### config.mk
export PLATFORM = sky130hd
export DESIGN_NAME = ins_encoder
export DESIGN_NICKNAME = d
export VERILOG_FILES = /design/src/rtl/ins_encoder.sv
export SDC_FILE = /design/constraint.sdc
export NUM_CORES = 1
export LEC_CHECK = 0
export CORE_MARGIN = 8
export CORE_UTILIZATION = 35
export DETAILED_ROUTE_END_ITERATION = 12
export HOLD_SLACK_MARGIN = 0.1
export PLACE_DENSITY_LB_ADDON = 0.12
export SYNTH_ARGS = -nofsm -noshare
export SYNTH_HDL_FRONTEND = slang
export SYNTH_SLANG_ARGS = --single-unit
### constraint.sdc
create_clock -name clk -period 1.8 [get_ports clk]
set_input_delay 0.18 -clock clk [delete_from_list [all_inputs] [get_ports clk]]
set_output_delay 0.18 -clock clk [all_outputs]
set_load 0.05 [all_outputs]
### src/rtl/ins_encoder.sv
// ins_encoder: streaming RV32I instruction encoder.
// Two-stage pipeline: stage 1 registers the fields plus a range-check error
// bit; stage 2 packs the 32-bit word and presents it with its address.
// Optional feature macro: ENCODER_ZICSR_EN (CSR/CSRI packing). Without it,
// formats 6/7 always report an error and emit a zero word.
//
// Handshakes: a transfer happens on a rising edge where valid and ready are
// both high. The producer holds valid and its payload until that edge; ready
// may depend combinationally on the consumer's ready but never on valid.
`timescale 1ns/1ps
module ins_encoder (
  input  logic        clk,
  input  logic        rst_n,
  input  logic        start,
  input  logic [31:0] base_addr,
  input  logic        in_valid,
  output logic        in_ready,
  input  logic [2:0]  in_fmt,
  input  logic [4:0]  in_op_base,
  input  logic [2:0]  in_funct3,
  input  logic [6:0]  in_funct7,
  input  logic [4:0]  in_rd,
  input  logic [4:0]  in_rs1,
  input  logic [4:0]  in_rs2,
  input  logic [31:0] in_imm,
  output logic        out_valid,
  input  logic        out_ready,
  output logic [31:0] out_ins,
  output logic [31:0] out_addr,
  output logic        out_err,
  output logic [15:0] count,
  output logic        busy
);

  localparam logic [2:0] FMT_R    = 3'd0;
  localparam logic [2:0] FMT_I    = 3'd1;
  localparam logic [2:0] FMT_S    = 3'd2;
  localparam logic [2:0] FMT_B    = 3'd3;
  localparam logic [2:0] FMT_U    = 3'd4;
  localparam logic [2:0] FMT_J    = 3'd5;
  localparam logic [2:0] FMT_CSR  = 3'd6;
  localparam logic [2:0] FMT_CSRI = 3'd7;

  localparam logic signed [31:0] IMM12_MIN = -32'sd2048;
  localparam logic signed [31:0] IMM12_MAX = 32'sd2047;
  localparam logic signed [31:0] BR_MIN    = -32'sd4096;
  localparam logic signed [31:0] BR_MAX    = 32'sd4094;
  localparam logic signed [31:0] JAL_MIN   = -32'sd1048576;
  localparam logic signed [31:0] JAL_MAX   = 32'sd1048574;

  // Stage 1 state
  logic        s1_valid_q;
  logic [2:0]  s1_fmt_q;
  logic [4:0]  s1_op_q;
  logic [2:0]  s1_f3_q;
  logic [6:0]  s1_f7_q;
  logic [4:0]  s1_rd_q, s1_rs1_q, s1_rs2_q;
  logic [31:0] s1_imm_q;
  logic        s1_err_q;
  logic        s1_shift_q;

  // Stage 2 state
  logic        s2_valid_q;
  logic [31:0] ins_q;
  logic        err_q;
  logic [31:0] pc_q;
  logic [15:0] count_q;

  logic        in_fire, s2_load, out_fire;
  logic        shift_d, chk_err_d;
  logic [31:0] pack_ins_d;
  logic [6:0]  opcode;
  logic signed [31:0] imm_s;

  // A stage loads when empty or when its contents leave this cycle; start blocks intake.
  assign in_ready = !start && (!s1_valid_q || !s2_valid_q || out_ready);
  assign in_fire  = in_valid && in_ready;
  assign s2_load  = s1_valid_q && (!s2_valid_q || out_ready);
  assign out_fire = s2_valid_q && out_ready;

  assign imm_s   = in_imm;
  assign shift_d = (in_op_base == 5'b00100) &&
                   ((in_funct3 == 3'b001) || (in_funct3 == 3'b101));
  assign opcode  = {s1_op_q, 2'b11};

  // Range check of the incoming immediate for its format.
  always_comb begin
    chk_err_d = 1'b0;
    case (in_fmt)
      FMT_R: chk_err_d = 1'b0;
      FMT_I: begin
        if (shift_d) chk_err_d = |in_imm[31:5];
        else         chk_err_d = (imm_s < IMM12_MIN) || (imm_s > IMM12_MAX);
      end
      FMT_S: chk_err_d = (imm_s < IMM12_MIN) || (imm_s > IMM12_MAX);
      FMT_B: chk_err_d = (imm_s < BR_MIN) || (imm_s > BR_MAX) || in_imm[0];
      FMT_U: chk_err_d = |in_imm[11:0];
      FMT_J: chk_err_d = (imm_s < JAL_MIN) || (imm_s > JAL_MAX) || in_imm[0];
      FMT_CSR, FMT_CSRI: begin
`ifdef ENCODER_ZICSR_EN
        chk_err_d = |in_imm[31:12];
`else
        chk_err_d = 1'b1;
`endif
      end
    endcase
  end

  // Pack the stage-1 fields into the standard RV32I layout; errors emit zero.
  always_comb begin
    pack_ins_d = 32'h0;
    case (s1_fmt_q)
      FMT_R: pack_ins_d = {s1_f7_q, s1_rs2_q, s1_rs1_q, s1_f3_q, s1_rd_q, opcode};
      FMT_I: begin
        if (s1_shift_q) pack_ins_d = {s1_f7_q, s1_imm_q[4:0], s1_rs1_q, s1_f3_q, s1_rd_q, opcode};
        else            pack_ins_d = {s1_imm_q[11:0], s1_rs1_q, s1_f3_q, s1_rd_q, opcode};
      end
      FMT_S: pack_ins_d = {s1_imm_q[11:5], s1_rs2_q, s1_rs1_q, s1_f3_q, s1_imm_q[4:0], opcode};
      FMT_B: pack_ins_d = {s1_imm_q[12], s1_imm_q[10:5], s1_rs2_q, s1_rs1_q, s1_f3_q,
                           s1_imm_q[4:1], s1_imm_q[11], opcode};
      FMT_U: pack_ins_d = {s1_imm_q[31:12], s1_rd_q, opcode};
      FMT_J: pack_ins_d = {s1_imm_q[20], s1_imm_q[10:1], s1_imm_q[11], s1_imm_q[19:12],
                           s1_rd_q, opcode};
      FMT_CSR, FMT_CSRI: begin
`ifdef ENCODER_ZICSR_EN
        // For CSRI the rs1 field already carries the 5-bit uimm.
        pack_ins_d = {s1_imm_q[11:0], s1_rs1_q, s1_f3_q, s1_rd_q, opcode};
`else
        pack_ins_d = 32'h0;
`endif
      end
    endcase
    if (s1_err_q) pack_ins_d = 32'h0;
  end

  // Stage 1: capture fields and error bit on an input handshake.
  always_ff @(posedge clk or negedge rst_n) begin
    if (!rst_n) begin
      s1_valid_q <= 1'b0;
      s1_fmt_q   <= 3'd0;
      s1_op_q    <= 5'd0;
      s1_f3_q    <= 3'd0;
      s1_f7_q    <= 7'd0;
      s1_rd_q    <= 5'd0;
      s1_rs1_q   <= 5'd0;
      s1_rs2_q   <= 5'd0;
      s1_imm_q   <= 32'd0;
      s1_err_q   <= 1'b0;
      s1_shift_q <= 1'b0;
    end else if (start) begin
      s1_valid_q <= 1'b0;
    end else if (in_fire) begin
      s1_valid_q <= 1'b1;
      s1_fmt_q   <= in_fmt;
      s1_op_q    <= in_op_base;
      s1_f3_q    <= in_funct3;
      s1_f7_q    <= in_funct7;
      s1_rd_q    <= in_rd;
      s1_rs1_q   <= in_rs1;
      s1_rs2_q   <= in_rs2;
      s1_imm_q   <= in_imm;
      s1_err_q   <= chk_err_d;
      s1_shift_q <= shift_d;
    end else if (s2_load) begin
      s1_valid_q <= 1'b0;
    end
  end

  // Stage 2: hold the packed word until the consumer takes it.
  always_ff @(posedge clk or negedge rst_n) begin
    if (!rst_n) begin
      s2_valid_q <= 1'b0;
      ins_q      <= 32'h0;
      err_q      <= 1'b0;
    end else if (start) begin
      s2_valid_q <= 1'b0;
    end else if (s2_load) begin
      s2_valid_q <= 1'b1;
      ins_q      <= pack_ins_d;
      err_q      <= s1_err_q;
    end else if (out_fire) begin
      s2_valid_q <= 1'b0;
    end
  end

  // Address and handshake counters; start overrides any same-cycle increment.
  always_ff @(posedge clk or negedge rst_n) begin
    if (!rst_n) begin
      pc_q    <= 32'h0;
      count_q <= 16'h0;
    end else if (start) begin
      pc_q    <= base_addr & 32'hFFFF_FFFC;
      count_q <= 16'h0;
    end else if (out_fire) begin
      pc_q <= pc_q + 32'd4;
      if (count_q != 16'hFFFF) count_q <= count_q + 16'd1;
    end
  end

  assign out_valid = s2_valid_q;
  assign out_ins   = ins_q;
  assign out_err   = err_q;
  assign out_addr  = pc_q;
  assign count     = count_q;
  assign busy      = s1_valid_q || s2_valid_q;

endmodule

==> run summary <==
In this run the most critical hold path is launched from start. Wires add up to 22200 um. The number of hold violations in the final report is 0.

The worst supply voltage drop on vdd is 634 uV. The clock tree buffer depth is 2. The number of pins with negative max-slew slack in the final report came out at 0.

STA puts the critical path data arrival time at 2.08 ns. The synthesized design contains 0 enable-type register cells. The global routing's busiest layer is met2.

Dividing the detail-routed via count by the number of cells gives 5.15. The floorplan die area came out at 0.0254 mm2. The number of warnings printed during yosys synthesis is 0.

Setup repair after global routing could not meet its margin everywhere. The die width is 159 um. The max-cap check violation count came out at 0.

The worst hold margin is 0.146 ns. Leaving out fill and tap cells, the most frequent cell in the layout is dfrtp_1. The checks that failed: negative setup slack. The met1 track demand over resource in global routing is 22.3%. The share of async-settable or async-resettable flops after synthesis came out at 100%. The placeable core area is 0.0202 mm2.

The biggest fanout along the worst timing path came out at 4. The number of detailed-route iterations in the first pass is 5. The startpoint identified for the worst register-to-register timing path is count[0]. The number of antenna violations at the first check in global routing was 0. The clock latency of the later-clocked register in the worst-skew pair is 0.42 ns.

The count of nets after finishing came out at 1044. The final setup skew is 0.0119 ns. The share of total power dissipated in combinational logic is 27.4%. After detailed routing, the number of remaining DRC violations is 0.

After floorplanning, the core was divided into 52 placement rows. The starting density of the core came out at 35.6%. The fraction of layout cells with a size suffix above 1 came out at 29.2%. After synthesis, the cell types taking the most area are dfrtp_1 51%, mux2_2 10%, nand2_1 4.3%, xnor2_1 3.2%, o21ai_1 2.9%. The number of nets still failing antenna checks after routing came out at 0. For this block, the via count after detailed routing is 6296.

The setup slack of the critical path after layout came out at -0.0135 ns. The worst setup path is launched from a flip-flop. The internal reg-to-reg setup slack came out at -0.01 ns.

The power density of the placed cells is 984 mW/mm2. The cell area after placement is 0.00992 mm2. The routed length per placed instance is 18.1 um. The number of buffers added on ports is 181. The worst-margin pin slew is 0.775 ns. The tightest min-delay check is of the input port to flip-flop type. The worst hold path terminates at out_addr[31]. For this design the total switching power over the nets is 3.49 mW. The flow ran to the end, but the final reports show violations. The synthesized instance count came out at 691. The height of the chip came out at 159 um.

The distinct cell type count of the synthesized netlist came out at 52. The area fraction of the dominant cell type after synthesis is 51.1%. Headroom to the max-slew limit came out at 48.3%. The via count of the first global-routing pass is 6559. The global routing usage summed across all routing layers came out at 17.4%. The depth of the most critical reg-to-reg path came out at 7. The top cell type by total area after synthesis is dfrtp_1. Global routing finished with a remaining overflow of 0. The final worst-path cycle share is 101%. Net switching is 33.2% of the power. The achievable frequency is 551 MHz.

The number of storage elements in the synthesis netlist came out at 147. The congestion estimate from routability-driven global placement came to 0.873. TritonCTS built the clock tree. The clock tree root driver cell is clkbuf_16. The number of levels the H-tree was split into came out at 4. The clock network accounts for 33.3% of the total power. The number of cells traversed by the worst hold path came out at 3. The first global-routing pass estimated 35600 um of wire. The required time at the endpoint of the critical path is 2.07 ns. The area of all placed cells without fillers is 0.0107 mm2. For this design the top-level I/O count stands at 186. The worst setup path is captured at a flip-flop. The growth of design area from synthesis to finish came out at 48.1%. The HPWL after detailed placement came out at 16800 um.

The synthesized netlist occupies a cell area of 0.00720 mm2. In the layout the commonest cells are 108 x dfrtp_1, 101 x clkdlybuf4s50_1, 100 x buf_4. The antenna cell count is 0. Of the total power, registers draw 39.4%.

The internal power contribution came out at 7.01 mW. The number of buffers inserted during clock tree synthesis came out at 17. The final critical delay including setup and external delays came out at 1.81 ns.

Entering global routing, the biggest net connects 78 pins. The total leakage power came out at 4.74 nW. The number of sinks handled by clock tree synthesis is 147.

In the synthesized netlist the dominant register cell turns out to be dfrtp_1. The violation count after the first detailed-route iteration is 339. The sequential fraction of the synthesis area came out at 51.1%.

The worst flop-to-flop path endpoint is count[15]. The average size of a mapped cell is 10.4 um2. The total negative slack for setup checks is -0.0135 ns. The global routing usage on met3 is 4.65%.

The setup violation total in the final timing report came out at 1. The critical path is of the flip-flop to flip-flop type. For this run, global-route usage on met2 was measured as 28.0%. The clock transition at the register clock pins on the worst setup and hold paths after CTS came out at 0.06 ns.
==> critical path, stage by stage, from the launching register on <==
cell      delay (ns)
dfrtp_2         0.44
ha_4            0.18
nand4_1         0.18
nor4_4          0.08
buf_4           0.15
nor4bb_1        0.38
xnor2_1         0.19
nor2_1          0.06
==> sequential cells by signal, indices dropped and copies added (netlist names), 3 cells and up <==
name / flops
s1_rs2_q: 5
s1_f3_q: 3
s1_imm_q: 32
s1_op_q: 5
s1_fmt_q: 3
count: 16
out_ins: 31
out_addr: 30
s1_f7_q: 7
s1_rs1_q: 5
s1_rd_q: 5
==> cells by family after synthesis <==
logic type | after synthesis | synth area share, %
compound gates | 125 | 10.7
xor+xnor | 43 | 5.23
fa+ha+maj | 2 | 0.348
buf+inv | 55 | 3.06
flops | 147 | 51.1
mux | 76 | 11.7
other cells | 1 | 0.0521
simple gates | 242 | 17.8
==> Yosys cell counts (14+ instances only) <==
master      n
a21oi_1    21
clkbuf_1   34
dfrtp_1   147
mux2_2     66
nand2_1    82
nand3_1    14
nand4_1    22
nor2_1     31
nor2b_1    19
nor4_1     15
o21ai_0    15
o21ai_1    41
xnor2_1    26
xor2_1     17
==> routing by layer <==
metal	up-vias	routed length (um)
li1	2988	-
met1	3067	9790
met2	218	10700
met3	23	1340
met4	0	370
met5	-	0
==> how the worst max path moves through the flow <==
| stage | startpoint | endpoint | slack, ns |
|---|---|---|---|
| 2_1_floorplan | count[6] | count[14] | -0.07 |
| 6_report | count[0] | count[15] | -0.01 |
| 3_3_place_gp | out_ready | out_ins[4] | -0.18 |
| 5_1_grt | count[0] | count[8] | -0.08 |
| 3_5_place_dp | out_ready | out_addr[14] | -0.22 |
| 4_1_cts | out_ins[30] | out_ins[30] | 0.002 |
==> metrics by stage <==
step | instances | power, mW | setup slack [ns] | util, %
2_1_floorplan | 692 | 5.85 | -0.0693 | -
3_3_place_gp | 1179 | 7.05 | -0.184 | 49.0
4_1_cts | 1213 | 10.6 | 0.00167 | 51.7
5_1_grt | 1223 | 11.0 | -0.0758 | 52.7
3_5_place_dp | 1179 | 7.11 | -0.224 | 49.0
6_report | 1223 | 10.5 | -0.0135 | 52.7
==> layout make-up <==
cell class                 count  area (um2)
tap                          270         338
multi-input combinational    490        3480
clock inverter                13         134
sequential                   147        3730
fill                        1811        9570
clock buffer                  19         443
timing repair buffer         270        2490
inverter                      14        53.8
==> repair_timing <==
item	4_1_cts	5_1_grt
setup endpoints to repair	47	51
gates cloned	0	1
hold endpoints to repair	148	0
pin swaps	0	8
hold buffers	2	0
buffers inserted	0	9
resized for setup	47	31
==> power groups by stage <==
stage	clock network, mW	logic (mW)	registers [mW]
CTS	3.57	2.86	4.14
floorplan	0	0.956	4.89
global placement	0	2.87	4.18
global route	3.70	3.07	4.20
detailed placement	0	2.91	4.20
finish	3.49	2.87	4.13
(Power assumes the default switching activity.)
